==> src/rtl/mem_arb_pkg.sv <==
// Shared types for the memory round-robin arbiter.
// State encoding and index-width helper.
package mem_arb_pkg;

  localparam logic [1:0] ST_IDLE_ENC  = 2'd0;
  localparam logic [1:0] ST_ISSUE_ENC = 2'd1;
  localparam logic [1:0] ST_WAIT_ENC  = 2'd2;

  typedef enum logic [1:0] {
    ST_IDLE  = ST_IDLE_ENC,
    ST_ISSUE = ST_ISSUE_ENC,
    ST_WAIT  = ST_WAIT_ENC
  } state_t;

  function automatic int idx_w(input int n);
    return (n <= 2) ? 1 : $clog2(n);
  endfunction

endpackage

==> src/rtl/mem_rr_arbiter_rr_arbiter.sv <==
// Rotating-priority pick: first valid requester at or above ptr,
// wrapping around; one-hot grant plus binary index.
module rr_arbiter
  import mem_arb_pkg::*;
#(
  parameter int NUM_REQ = 4,
  parameter int IDX_W   = idx_w(NUM_REQ)
) (
  input  logic [NUM_REQ-1:0] req,
  input  logic [IDX_W-1:0]   ptr,
  output logic [NUM_REQ-1:0] gnt,
  output logic [IDX_W-1:0]   idx,
  output logic               any
);

  int              c;
  logic [IDX_W-1:0] ci;

  always_comb begin
    gnt = '0;
    idx = '0;
    any = 1'b0;
    c   = 0;
    ci  = '0;
    for (int i = 0; i < NUM_REQ; i++) begin
      c = int'(ptr) + i;
      if (c >= NUM_REQ) c = c - NUM_REQ;
      ci = IDX_W'(c);
      if (!any && req[ci]) begin
        any     = 1'b1;
        gnt[ci] = 1'b1;
        idx     = ci;
      end
    end
  end

endmodule

==> src/rtl/mem_rr_arbiter.sv <==
// Round-robin sequencer sharing one single-port memory.
// Optional watchdog abort enabled by MEM_ARB_TIMEOUT_EN.
module mem_rr_arbiter
  import mem_arb_pkg::*;
#(
  parameter int NUM_REQ        = 4,
  parameter int DATA_WIDTH     = 32,
  parameter int ADDR_WIDTH     = 10,
  parameter int TIMEOUT_CYCLES = 255
) (
  input  logic                          clk,
  input  logic                          rst_n,
  input  logic [NUM_REQ-1:0]            req_valid,
  input  logic [NUM_REQ-1:0]            req_write,
  input  logic [NUM_REQ*ADDR_WIDTH-1:0] req_addr,
  input  logic [NUM_REQ*DATA_WIDTH-1:0] req_wdata,
  output logic [NUM_REQ-1:0]            req_ready,
  output logic [NUM_REQ-1:0]            rsp_valid,
  output logic [DATA_WIDTH-1:0]         rsp_rdata,
  output logic                          rsp_err,
  output logic                          mem_wr_en,
  output logic                          mem_rd_en,
  output logic [ADDR_WIDTH-1:0]         mem_addr,
  output logic [DATA_WIDTH-1:0]         mem_wr_data,
  input  logic [DATA_WIDTH-1:0]         mem_rd_data,
  input  logic                          mem_ready,
  output logic                          busy
);

  localparam int IDX_W = idx_w(NUM_REQ);

  state_t               state_q, state_d;
  logic [NUM_REQ-1:0]   gnt, gnt_q, rsp_valid_q;
  logic [IDX_W-1:0]     gnt_idx, rr_ptr;
  logic                 any;
  logic                 wr_q;
  logic [ADDR_WIDTH-1:0] addr_q;
  logic [DATA_WIDTH-1:0] wdata_q, rdata_q;
  logic                 accept, done, tmo;

  rr_arbiter #(
    .NUM_REQ (NUM_REQ),
    .IDX_W   (IDX_W)
  ) u_rr (
    .req (req_valid),
    .ptr (rr_ptr),
    .gnt (gnt),
    .idx (gnt_idx),
    .any (any)
  );

  assign accept = (state_q == ST_IDLE) && any;
  assign done   = (state_q == ST_WAIT) && mem_ready;

`ifdef MEM_ARB_TIMEOUT_EN
  localparam int CNT_W = $clog2(TIMEOUT_CYCLES + 1);
  logic [CNT_W-1:0] cnt_q;
  logic             err_q;

  assign tmo = (state_q == ST_WAIT) && !mem_ready &&
               (cnt_q == CNT_W'(TIMEOUT_CYCLES - 1));

  // Counter clears in ISSUE so it measures WAIT cycles only.
  always_ff @(posedge clk or negedge rst_n) begin
    if (!rst_n) begin
      cnt_q <= '0;
      err_q <= 1'b0;
    end else begin
      err_q <= tmo;
      if (state_q == ST_ISSUE)
        cnt_q <= '0;
      else if (state_q == ST_WAIT)
        cnt_q <= cnt_q + 1'b1;
    end
  end

  assign rsp_err = err_q;
`else
  assign tmo     = 1'b0;
  assign rsp_err = 1'b0;
`endif

  always_ff @(posedge clk or negedge rst_n) begin
    if (!rst_n) state_q <= ST_IDLE;
    else        state_q <= state_d;
  end

  always_comb begin
    state_d = state_q;
    unique case (state_q)
      ST_IDLE:  if (any) state_d = ST_ISSUE;
      ST_ISSUE: state_d = ST_WAIT;
      ST_WAIT:  if (mem_ready || tmo) state_d = ST_IDLE;
      default:  state_d = ST_IDLE;
    endcase
  end

  always_comb begin
    req_ready = '0;
    mem_wr_en = 1'b0;
    mem_rd_en = 1'b0;
    busy      = 1'b0;
    unique case (1'b1)
      (state_q == ST_IDLE):  req_ready = gnt;
      (state_q == ST_ISSUE): begin
        mem_wr_en = wr_q;
        mem_rd_en = !wr_q;
        busy      = 1'b1;
      end
      (state_q == ST_WAIT):  busy = 1'b1;
      default: ;
    endcase
  end

  always_ff @(posedge clk or negedge rst_n) begin
    if (!rst_n) begin
      gnt_q       <= '0;
      rr_ptr      <= '0;
      wr_q        <= 1'b0;
      addr_q      <= '0;
      wdata_q     <= '0;
      rdata_q     <= '0;
      rsp_valid_q <= '0;
    end else begin
      rsp_valid_q <= '0;
      if (accept) begin
        gnt_q   <= gnt;
        wr_q    <= req_write[gnt_idx];
        addr_q  <= req_addr[int'(gnt_idx)*ADDR_WIDTH +: ADDR_WIDTH];
        wdata_q <= req_wdata[int'(gnt_idx)*DATA_WIDTH +: DATA_WIDTH];
        rr_ptr  <= (gnt_idx == IDX_W'(NUM_REQ - 1)) ? '0
                 : gnt_idx + 1'b1;
      end
      if (done || tmo) rsp_valid_q <= gnt_q;
      if (done && !wr_q) rdata_q <= mem_rd_data;
    end
  end

  assign rsp_valid   = rsp_valid_q;
  assign rsp_rdata   = rdata_q;
  assign mem_addr    = addr_q;
  assign mem_wr_data = wdata_q;

endmodule

==> config.mk <==
export PLATFORM = sky130hd
export DESIGN_NAME = mem_rr_arbiter
export DESIGN_NICKNAME = d
export VERILOG_FILES = /design/src/rtl/mem_arb_pkg.sv /design/src/rtl/mem_rr_arbiter_rr_arbiter.sv /design/src/rtl/mem_rr_arbiter.sv
export SDC_FILE = /design/constraint.sdc
export NUM_CORES = 1
export LEC_CHECK = 0
export BUFFER_PORTS_ARGS = -buffer_cell sky130_fd_sc_hd__buf_2
export CAP_MARGIN = 40
export CORE_ASPECT_RATIO = 0.7
export CORE_UTILIZATION = 37
export CTS_CLUSTER_DIAMETER = 40
export DETAILED_ROUTE_END_ITERATION = 8
export GPL_ROUTABILITY_DRIVEN = 1
export PLACE_DENSITY = 0.72
export SLEW_MARGIN = 20
export SYNTH_ARGS = -nofsm -noshare
export SYNTH_HDL_FRONTEND = slang
export SYNTH_HIERARCHICAL = 1
export SYNTH_SLANG_ARGS = --single-unit
==> constraint.sdc <==
create_clock -name clk -period 2.95 [get_ports clk]
set_input_delay 0.59 -clock clk [delete_from_list [all_inputs] [get_ports clk]]
set_output_delay 0.59 -clock clk [all_outputs]
set_load 0.005 [all_outputs]
==> summary.md, run 1 <==
| Metric | Value |
|---|---|
| Via count | 4495 |
| EDFF count, synth | 0 |
| Warnings from Yosys | 6 |
| Routed vias/inst | 5.02 |
| Commonest non-fill, non-tap cell in the layout | buf_2 |
| Post-place setup slack | 0.0147 ns |
| Final Cycle Share | 102% |
| Clock sink count | 87 |
| Initial DRC count | 148 |
| Peak Freq | 331 MHz |
| Compound-Gate Fraction of Synth Area | 15.1% |
| CP required | 2.36 ns |
| Post-synth top flop | dfrtp_1 |
| Layout cell share with drive strength beyond 1 | 64.5% |
| Register area share after synthesis | a little over two fifths |
| Pin count of the biggest net entering global routing | 47 |
| H-Tree Depth | 3 |
| Unique masters post-synth | 35 |
| WHS | around 0.24 ns |
| Static leakage | 3.72 nW |
| CP startpoint kind | flip-flop |
| Final setup viols | 4 |
| Top cell type's share of synthesized area | 43.1% |
| Net count of the mapped netlist | 621 |
| # IOs | 297 |
| # port buffers | 295 |
| Post-detail-place hpwl | 11.7 mm |
| First-pass GRT wire length | around 23 mm |
| Skew-Pair Late Insertion Delay | between 0.3 and 0.4 ns |
| Most frequent cells in the layout | buf_2 (293), dfrtp_1 (87), mux2i_1 (73) |
| GP Congestion | ~0.84 |
| Total routed wirelength | 15.1 mm |
| Post-layout net count | 926 |
| Clock Path Buffers | 2 |
| Status | complete, but fails checks |
| Die area | 14100 um2 |
| CTS root buffer | clkbuf_16 |
| Yosys reg bits | 87 |
| Area contributors post-synth | dfrtp_1 (43%), mux2i_1 (17%), o221ai_2 (12%) |
| Synth Area in Simple Gates | around 6.2% |
| Die Width | 142 um |
| Violated checks | setup timing |
| Final min period | 3.02 ns |
| DRC Markers | 0 |
| DRT antenna net count | 0 |
| Starting Density | 38.2% |
| Setup CP Type | reg -> out |
| Post-synthesis cell count | 399 |
| Post-Syn Area | 5060 um2 |
| Vias in the first global route | 4573 |
| Storage element area | 2180 um2 |
| TritonRoute pass-1 iters | 4 |
| Hold-fix buffers, CTS | 0 |
| Fill count | about 1200 |
| Multiplexer area fraction after synthesis | 28.3% |
| Drt wl/cell | about 17 um |
| Slew @ Worst Pin | 0.569 ns |
| Fin cells | 895 |
| Unrepaired setup endpoints after global routing | true |
| Max-cap violations | 0 |
| Max-slew headroom | 62.1% |
| CTS tree | built |
| Post-route cell area | 7350 um2 |
| Setup slack, reg-to-reg | around 0.020 ns |
| Hold Path Class | in -> async |
| Post-synthesis adder-cell area fraction | 2.72% |
| Critical path peak fanout | 7 |
| Area Growth Syn to Fin | 45.4% |
| Peak VDD IR | 0.715 mV |
| Cell Area, Placed | 6820 um2 |
| Setup Skew | 0.00876 ns |
| Largest family of logic cells by synthesized area | multiplexers |
| Final worst slack | -0.0681 ns |
| Max Slew Vio Count | 0 |
| Die Y | 99.8 um |
| Grt ovf | 0 |
| Post-synth top area cell | dfrtp_1 |
| Initial antenna violation count | 1 |
| Multi-input logic area | 2780 um2 |
| Core Rows | 35 |
| Total Routing Usage GR | 20.3% |
| Final Core Density | a little under three fifths |
| Worst endpoint data arrival time | 2.43 ns |
| Placed cell count | 869 |
| Setup crit end kind | output pin |
| Final Hold Fails | 0 |
| CTS Buf Count | 9 |
| Pwr dens | about 1300 nW/um2 |
| Syn avg cell area | 12.7 um2 |
| Core ar. | 13200 um2 |
| Post-Synth XOR/XNOR Area | 0% |
| CTS clk-pin slew, worst paths | 0.07 ns |
| Synth async-reset ratio | 100% |
[registers in the layout (all words and copies together) (netlist names)]
signal       count
wr_q             1
rr_ptr           2
rsp_rdata       32
state_q          2
rsp_valid        4
gnt_q            4
mem_addr        10
mem_wr_data     32
[Yosys cell counts, types with 2 or more instances]
cell type / number
dfrtp_1: 87
nand2_1: 46
mux4_1: 2
o221ai_2: 40
a22oi_1: 8
and2_1: 5
inv_1: 8
o31ai_1: 2
buf_2: 14
clkbuf_1: 5
o221ai_1: 3
buf_4: 6
mux4_2: 2
buf_6: 6
mux2i_1: 87
ha_1: 11
o21ai_0: 5
nor2_1: 2
mux2_2: 41
and3_1: 4
[routing by layer]
layer  up-vias  part of all wire (%)  track usage (%)
met5         -                     0                0
met4         0                  0.96             4.47
met3        11                   5.9             4.58
met2       176                    52             38.2
met1      2210                    41             23.5
li1       2098                     -                -
[worst max-delay path: stages, from the launching register on]
cell,delay [ns]
dfrtp_1,0.39
buf_6,0.15
mux4_2,0.56
nor4b_4,0.51
a22oi_2,0.13
o21ai_2,0.10
and2_1,0.15
buf_2,0.11
[what timing repair did]
| action | 4_1_cts | 5_1_grt |
|---|---|---|
| setup buffers | 4 | 5 |
| setup endpoints to repair | 4 | 4 |
| pin swaps | 4 | 4 |
| resized for setup | 9 | 26 |
[logic make-up (layout without fill, tap and decap cells)]
family                     count (synthesis)  count (layout)
AOI/OAI and AO/OA                         63              63
adders and majority gates                 11              11
buffers and inverters                     39             349
DFF                                       87              87
muxes                                    132             132
other                                      1               2
and+or+nand+nor                           66              66
[cell type report]
class | count | area share [%]
inverters | 8 | 0.408
flip-flops and latches | 87 | 29.6
well taps | 185 | 3.15
diodes | 1 | 0.0340
clock inverters | 6 | 1.33
clock buffers | 10 | 3.25
multi-input cells | 273 | 37.8
repair buffers | 325 | 24.4
[report_power, final]
group / internal, mW / switching [mW]
clock network: 0.781 / 0.502
registers: 1.80 / 0.311
logic: 3.13 / 3.13
total: 5.71 / 3.94
[stage by stage]
step	TNS, ns	total power [mW]
2_1_floorplan	0	6.26
4_1_cts	-0.167	9.43
3_5_place_dp	0	8.04
3_3_place_gp	0	7.77
6_report	-0.200	9.65
5_1_grt	-1.60	10.3
[final timing paths]
| check | from | end | depth (start not counted) |
|---|---|---|---|
| max in group asynchronous | rst_n | rsp_rdata[9] | 2 |
| setup / recovery | rr_ptr[1] | req_ready[3] | 7 |
| hold reg to reg | mem_wr_data[13] | mem_wr_data[13] | 2 |
| min in group clk | mem_wr_data[13] | mem_wr_data[13] | 2 |
| setup reg to reg | rr_ptr[1] | mem_addr[9] | 9 |
| hold / removal | rst_n | rsp_rdata[11] | 1 |
Power figures use the tool's default switching activity.
==> run 2: changes to the inputs <==
==> constraint.sdc (replaced) <==
create_clock -name clk -period 2.5 [get_ports clk]
set_input_delay 0.5 -clock clk [delete_from_list [all_inputs] [get_ports clk]]
set_output_delay 0.5 -clock clk [all_outputs]
set_load 0.005 [all_outputs]
==> summary.md, run 2 (synthesis gave the netlist of run 1 again) <==
| Metric | Value |
|---|---|
| Area Growth Syn to Fin | 72.7% |
| Critical path peak fanout | 5 |
| Max Slew Vio Count | 0 |
| Setup crit end kind | output pin |
| # port buffers | just under 300 |
| Layout cell share with drive strength beyond 1 | 74.7% |
| H-Tree Depth | 3 |
| Final worst slack | -0.483 ns |
| Clock sink count | 87 |
| DRT antenna net count | 0 |
| Slew @ Worst Pin | between 0.5 and 0.6 ns |
| TritonRoute pass-1 iters | 4 |
| Worst endpoint data arrival time | 2.48 ns |
| CTS root buffer | clkbuf_16 |
| CP required | 2.00 ns |
| Worst Setup SP | rr_ptr[0] |
| Pwr dens | 1820 nW/um2 |
| Clock Path Buffers | 2 |
| Via count | between 4000 and 5000 |
| CTS clk-pin slew, worst paths | approximately 0.080 ns |
| CP startpoint kind | flip-flop |
| CTS tree | built |
| Core Rows | 35 |
| Skew-Pair Late Insertion Delay | 0.34 ns |
| Peak VDD IR | approximately 1.2 mV |
| Hold Path Class | in -> async |
| Final Hold Fails | 0 |
| Routed vias/inst | 5.22 |
| Setup CP Type | reg -> out |
| Post-layout net count | 983 |
| First-pass GRT wire length | 27.2 mm |
| Post-detail-place hpwl | approximately 12 mm |
| Initial DRC count | ~160 |
| Cell Area, Placed | 6970 um2 |
| Die area | 14100 um2 |
| Final Cycle Share | 119% |
| Final setup viols | 53 |
| Placed cell count | 883 |
| Total Routing Usage GR | between 20% and 30% |
| DRC Markers | 0 |
| Die Width | approximately 140 um |
| Commonest non-fill, non-tap cell in the layout | buf_2 |
| Status | complete, but fails checks |
| Final min period | 2.98 ns |
| Power, Total | 15.9 mW |
| Total routed wirelength | 18.7 mm |
| Static leakage | around 4.1 nW |
| Unrepaired setup endpoints after global routing | true |
| Most frequent cells in the layout | buf_2 (294), dfrtp_1 (85), buf_4 (53) |
| Setup Skew | roughly 0.012 ns |
| Max-slew headroom | 62.1% |
| CTS Buf Count | 9 |
| # IOs | 297 |
| Drt wl/cell | 19.6 um |
| Die Y | 99.8 um |
| Post-route cell area | 8730 um2 |
| Violated checks | setup timing |
| Pin count of the biggest net entering global routing | 41 |
| Vias in the first global route | 5239 |
| GP Congestion | around 0.84 |
| ANT cells | 0 |
| Max-cap violations | 0 |
| Peak Freq | between 300 and 400 MHz |
| WHS | approximately 0.15 ns |
| Reg2reg start | rr_ptr[0] |
| Starting Density | 38.2% |
| Initial antenna violation count | 0 |
| Grt ovf | 0 |
| Core ar. | 13200 um2 |
| Fin cells | 951 |
[run 2: final timing paths]
check,end,slack [ns],depth (start not counted)
min in group clk,rsp_rdata[1],0.39,2
setup reg to reg,gnt_q[0],-0.43,15
hold / removal,rsp_rdata[19],0.15,1
hold reg to reg,mem_wr_data[14],0.49,2
max in group asynchronous,mem_wr_data[6],1.63,2
setup / recovery,req_ready[1],-0.48,8
[run 2: area by class of cell]
type | instances | area (um2)
tap | 185 | 231
clock buffer | 9 | 225
timing repair buffer | 381 | 2520
inverter | 8 | 32.5
sequential | 87 | 2180
clock inverter | 7 | 86.3
multi-input combinational | 274 | 3450
fill | 951 | 4490
[run 2: report_power, final]
part	switching [mW]	internal (mW)
sequential	0.382	2.12
combinational	5.12	6.78
clock	0.638	0.801
total	6.15	9.71
[run 2: what timing repair did]
action,in CTS,in global routing
buffers inserted,40,2
cloned,9,1
setup endpoints to repair,55,55
hold buffers,0,0
resized for setup,90,76
pin swaps,17,9
[run 2: critical path: stages (launching register included)]
cell,delay [ns]
dfrtp_2,0.46
buf_6,0.12
mux4_2,0.57
nor4b_4,0.37
buf_4,0.22
a22oi_2,0.05
o21ai_1,0.11
and2_1,0.14
buf_2,0.10
[run 2: per-layer routing]
| metal | share of wire [%] | vias up | routed length [um] | track usage [%] |
|---|---|---|---|---|
| li1 | - | 2254 | - | - |
| met1 | 40 | 2496 | 7470 | 30.7 |
| met2 | 53 | 181 | 9980 | 45.5 |
| met3 | 4.2 | 36 | 790 | 4.06 |
| met4 | 2.3 | 0 | 433 | 6.95 |
| met5 | 0 | - | 0 | 0 |
[run 2: stage by stage]
step	TNS, ns	util [%]	worst slack, ns
final	-16.15	66.0	-0.483
after global routing	-20.78	66.0	-0.592
after CTS	-11.27	62.4	-0.377
after detailed placement	-14.71	52.7	-0.337
after global placement	-8.12	52.7	-0.215
after floorplan	-9.82	-	-0.237
==> run 3: changes to the inputs <==
--- a/config.mk
+++ b/config.mk
@@ -11,10 +11,10 @@
 export CORE_UTILIZATION = 37
 export CTS_CLUSTER_DIAMETER = 40
 export DETAILED_ROUTE_END_ITERATION = 8
-export GPL_ROUTABILITY_DRIVEN = 1
-export PLACE_DENSITY = 0.72
+export GPL_ROUTABILITY_DRIVEN = 0
+export GPL_TIMING_DRIVEN = 0
+export PLACE_DENSITY = 0.73
 export SLEW_MARGIN = 20
 export SYNTH_ARGS = -nofsm -noshare
 export SYNTH_HDL_FRONTEND = slang
-export SYNTH_HIERARCHICAL = 1
 export SYNTH_SLANG_ARGS = --single-unit
==> summary.md, run 3 <==
| Metric | Value |
|---|---|
| Die Y | 99.1 um |
| Setup Skew | 0.00839 ns |
| Post-layout net count | 960 |
| DRT antenna net count | 0 |
| TritonRoute pass-1 iters | 4 |
| Yosys reg bits | 87 |
| H-Tree Depth | 3 |
| Total routed wirelength | ~17 mm |
| Total Routing Usage GR | 24.1% |
| Register area share after synthesis | 43.7% |
| Violated checks | setup timing |
| Via count | 4712 |
| Cell Area, Placed | 6730 um2 |
| Commonest non-fill, non-tap cell in the layout | buf_2 |
| Slew @ Worst Pin | roughly 0.60 ns |
| Post-synth top flop | dfrtp_1 |
| Slowest-stage cell, CP | mux4_2 |
| DRC Markers | 0 |
| Starting Density | a little under two fifths |
| Power, Total | 10.8 mW |
| Routed vias/inst | 5.17 |
| Hold Path Class | in -> async |
| Count leader, synth | mux2i_1 |
| Max-slew headroom | 60.3% |
| Peak Freq | 335 MHz |
| Syn avg cell area | approximately 12 um2 |
| Layout cell share with drive strength beyond 1 | 61.7% |
| Final worst slack | -0.485 ns |
| Crit path buffers/inverters | 3 |
| Final setup viols | 48 |
| Area contributors post-synth | dfrtp_1 (44%), mux2i_1 (18%), mux2_2 (7.2%) |
| First-pass GRT wire length | 26.0 mm |
| Die area | ~14000 um2 |
| Core ar. | 13100 um2 |
| Area Growth Syn to Fin | 53.5% |
| Top cell type's share of synthesized area | between 40 and 50% |
| Critical path's top delay family | multiplexers |
| Setup slack, reg-to-reg | -0.15 ns |
| Max-cap violations | 0 |
| Vias in the first global route | 5062 |
| # port buffers | about 300 |
| Final min period | 2.98 ns |
| CTS root buffer | clkbuf_16 |
| Post-synthesis cell count | 407 |
| Clock sink count | 87 |
| Peak VDD IR | roughly 0.56 mV |
| Die Width | between 100 and 150 um |
| Static leakage | 3.98 nW |
| Setup_tns | -4.62 ns |
| Setup CP Type | reg -> out |
| Post-synth top area cell | dfrtp_1 |
| Reg-to-reg endpoint | mem_wr_data[16] |
| Final Hold Fails | 0 |
| Post-Syn Area | 4990 um2 |
| Post-route cell area | 7660 um2 |
| # IOs | 297 |
| Worst path cell trace | buf_8 -> inv_8 -> ha_4 -> mux4_2 -> nor2b_4 -> a22oi_1 -> or2_1 -> a21oi_2 -> buf_2 |
| Worst endpoint data arrival time | 2.48 ns |
| Core Rows | 35 |
| Drt wl/cell | 18.5 um |
| CTS Buf Count | 9 |
| Critical path peak fanout | 5 |
| CTS tree | built |
| Hold-fix buffers, CTS | 0 |
| Final Cycle Share | 119% |
| CP startpoint kind | flip-flop |
| Unique masters post-synth | 45 |
| EDFF count, synth | 0 |
| Cells on worst reg2reg path | 16 |
| Post-synth top cells | mux2i_1 (88), dfrtp_1 (87), nand2_1 (44) |
| Status | complete, but fails checks |
| Post-place setup slack | -0.483 ns |
| CP required | 2.00 ns |
| Warnings from Yosys | 0 |
| Unrepaired setup endpoints after global routing | true |
| Net count of the mapped netlist | 627 |
| Initial antenna violation count | 0 |
| Setup crit end kind | output pin |
| Reg2reg start | rr_ptr[0] |
| Pin count of the biggest net entering global routing | 60 |
| Synth async-reset ratio | between 90% and 100% |
| Pwr dens | roughly 1400 nW/um2 |
| CP peak stage delay | 0.54 ns |
| ANT cells | 0 |
| Skew-Pair Late Insertion Delay | about 0.33 ns |
| Critical path depth | 9 |
| CTS clk-pin slew, worst paths | 0.07 ns |
| Most frequent cells in the layout | buf_2 (295), dfrtp_1 (85), mux2i_1 (65) |
| Grt ovf | 0 |
| Clock Path Buffers | 2 |
| Max Slew Vio Count | 0 |
| Initial DRC count | roughly 160 |
| Post-detail-place hpwl | 12.7 mm |
run 3: cell types whose count changed after synthesis, moves of 4 or more:
| cell | before | now |
|---|---|---|
| a21o_1 | 0 | 6 |
| and2_1 | 5 | 1 |
| buf_2 | 14 | 5 |
| o221ai_2 | 40 | 11 |
| o221ai_1 | 3 | 32 |
| mux2_2 | 41 | 32 |
| buf_12 | 0 | 4 |
| a21oi_1 | 1 | 5 |
run 3: logic make-up (layout without fill, tap and decap cells):
family / count (synthesis) / in the layout / share of synthesized area [%]
XOR/XNOR: 1 / 1 / 0.176
other: 1 / 1 / 0.0752
flip-flops: 87 / 87 / 43.7
AO/OA/AOI/OAI: 73 / 73 / 13.4
AND/OR/NAND/NOR: 72 / 72 / 7.15
adder cells (fa/ha/maj): 9 / 9 / 2.26
buffers and inverters: 39 / 377 / 6.32
multiplexers: 125 / 125 / 27.0
run 3: layout make-up:
class	instances	area, um2
plain buffers	33	340
clock buffers	9	225
clock inverters	7	77.6
fillers	1110	5480
inverters	5	26.3
multi-input cells	281	2760
flip-flops and latches	87	2180
well taps	166	208
repair buffers	323	1840
run 3: power by group:
part           leakage, nW  switching [mW]  internal [mW]
registers             1.07           0.360           2.11
logic                 2.77            3.24           3.74
clock network        0.147           0.598          0.786
total                 3.98            4.19           6.63
run 3: stage by stage:
stage	cells	hold slack, ns	utilization, %
final	911	0.101	58.3
after global routing	911	0.115	58.3
after CTS	909	0.102	57.7
after detailed placement	867	0.460	51.2
after global placement	866	0.452	51.0
after floorplan	407	0.204	-
run 3: how the worst max path moves through the flow:
stage | slack, ns | start | to
5_1_grt | -0.57 | rr_ptr[0] | req_ready[3]
3_3_place_gp | -0.42 | rr_ptr[0] | req_ready[2]
2_1_floorplan | -0.12 | rr_ptr[0] | req_ready[0]
3_5_place_dp | -0.48 | rr_ptr[0] | req_ready[1]
6_report | -0.48 | rr_ptr[0] | req_ready[3]
4_1_cts | -0.51 | rr_ptr[0] | req_ready[1]
run 3: routing by layer:
| layer | share of wire, % | track usage (%) | vias up |
|---|---|---|---|
| li1 | - | - | 2193 |
| met1 | 41 | 29.6 | 2314 |
| met5 | 0 | 0 | - |
| met4 | 1.4 | 6.52 | 0 |
| met2 | 51 | 43.2 | 185 |
| met3 | 5.9 | 5.10 | 20 |
run 3: what timing repair did:
item	4_1_cts	5_1_grt
setup endpoints to repair	52	48
cloned	5	0
setup buffers	21	5
resized for setup	54	16
pin swaps	36	9
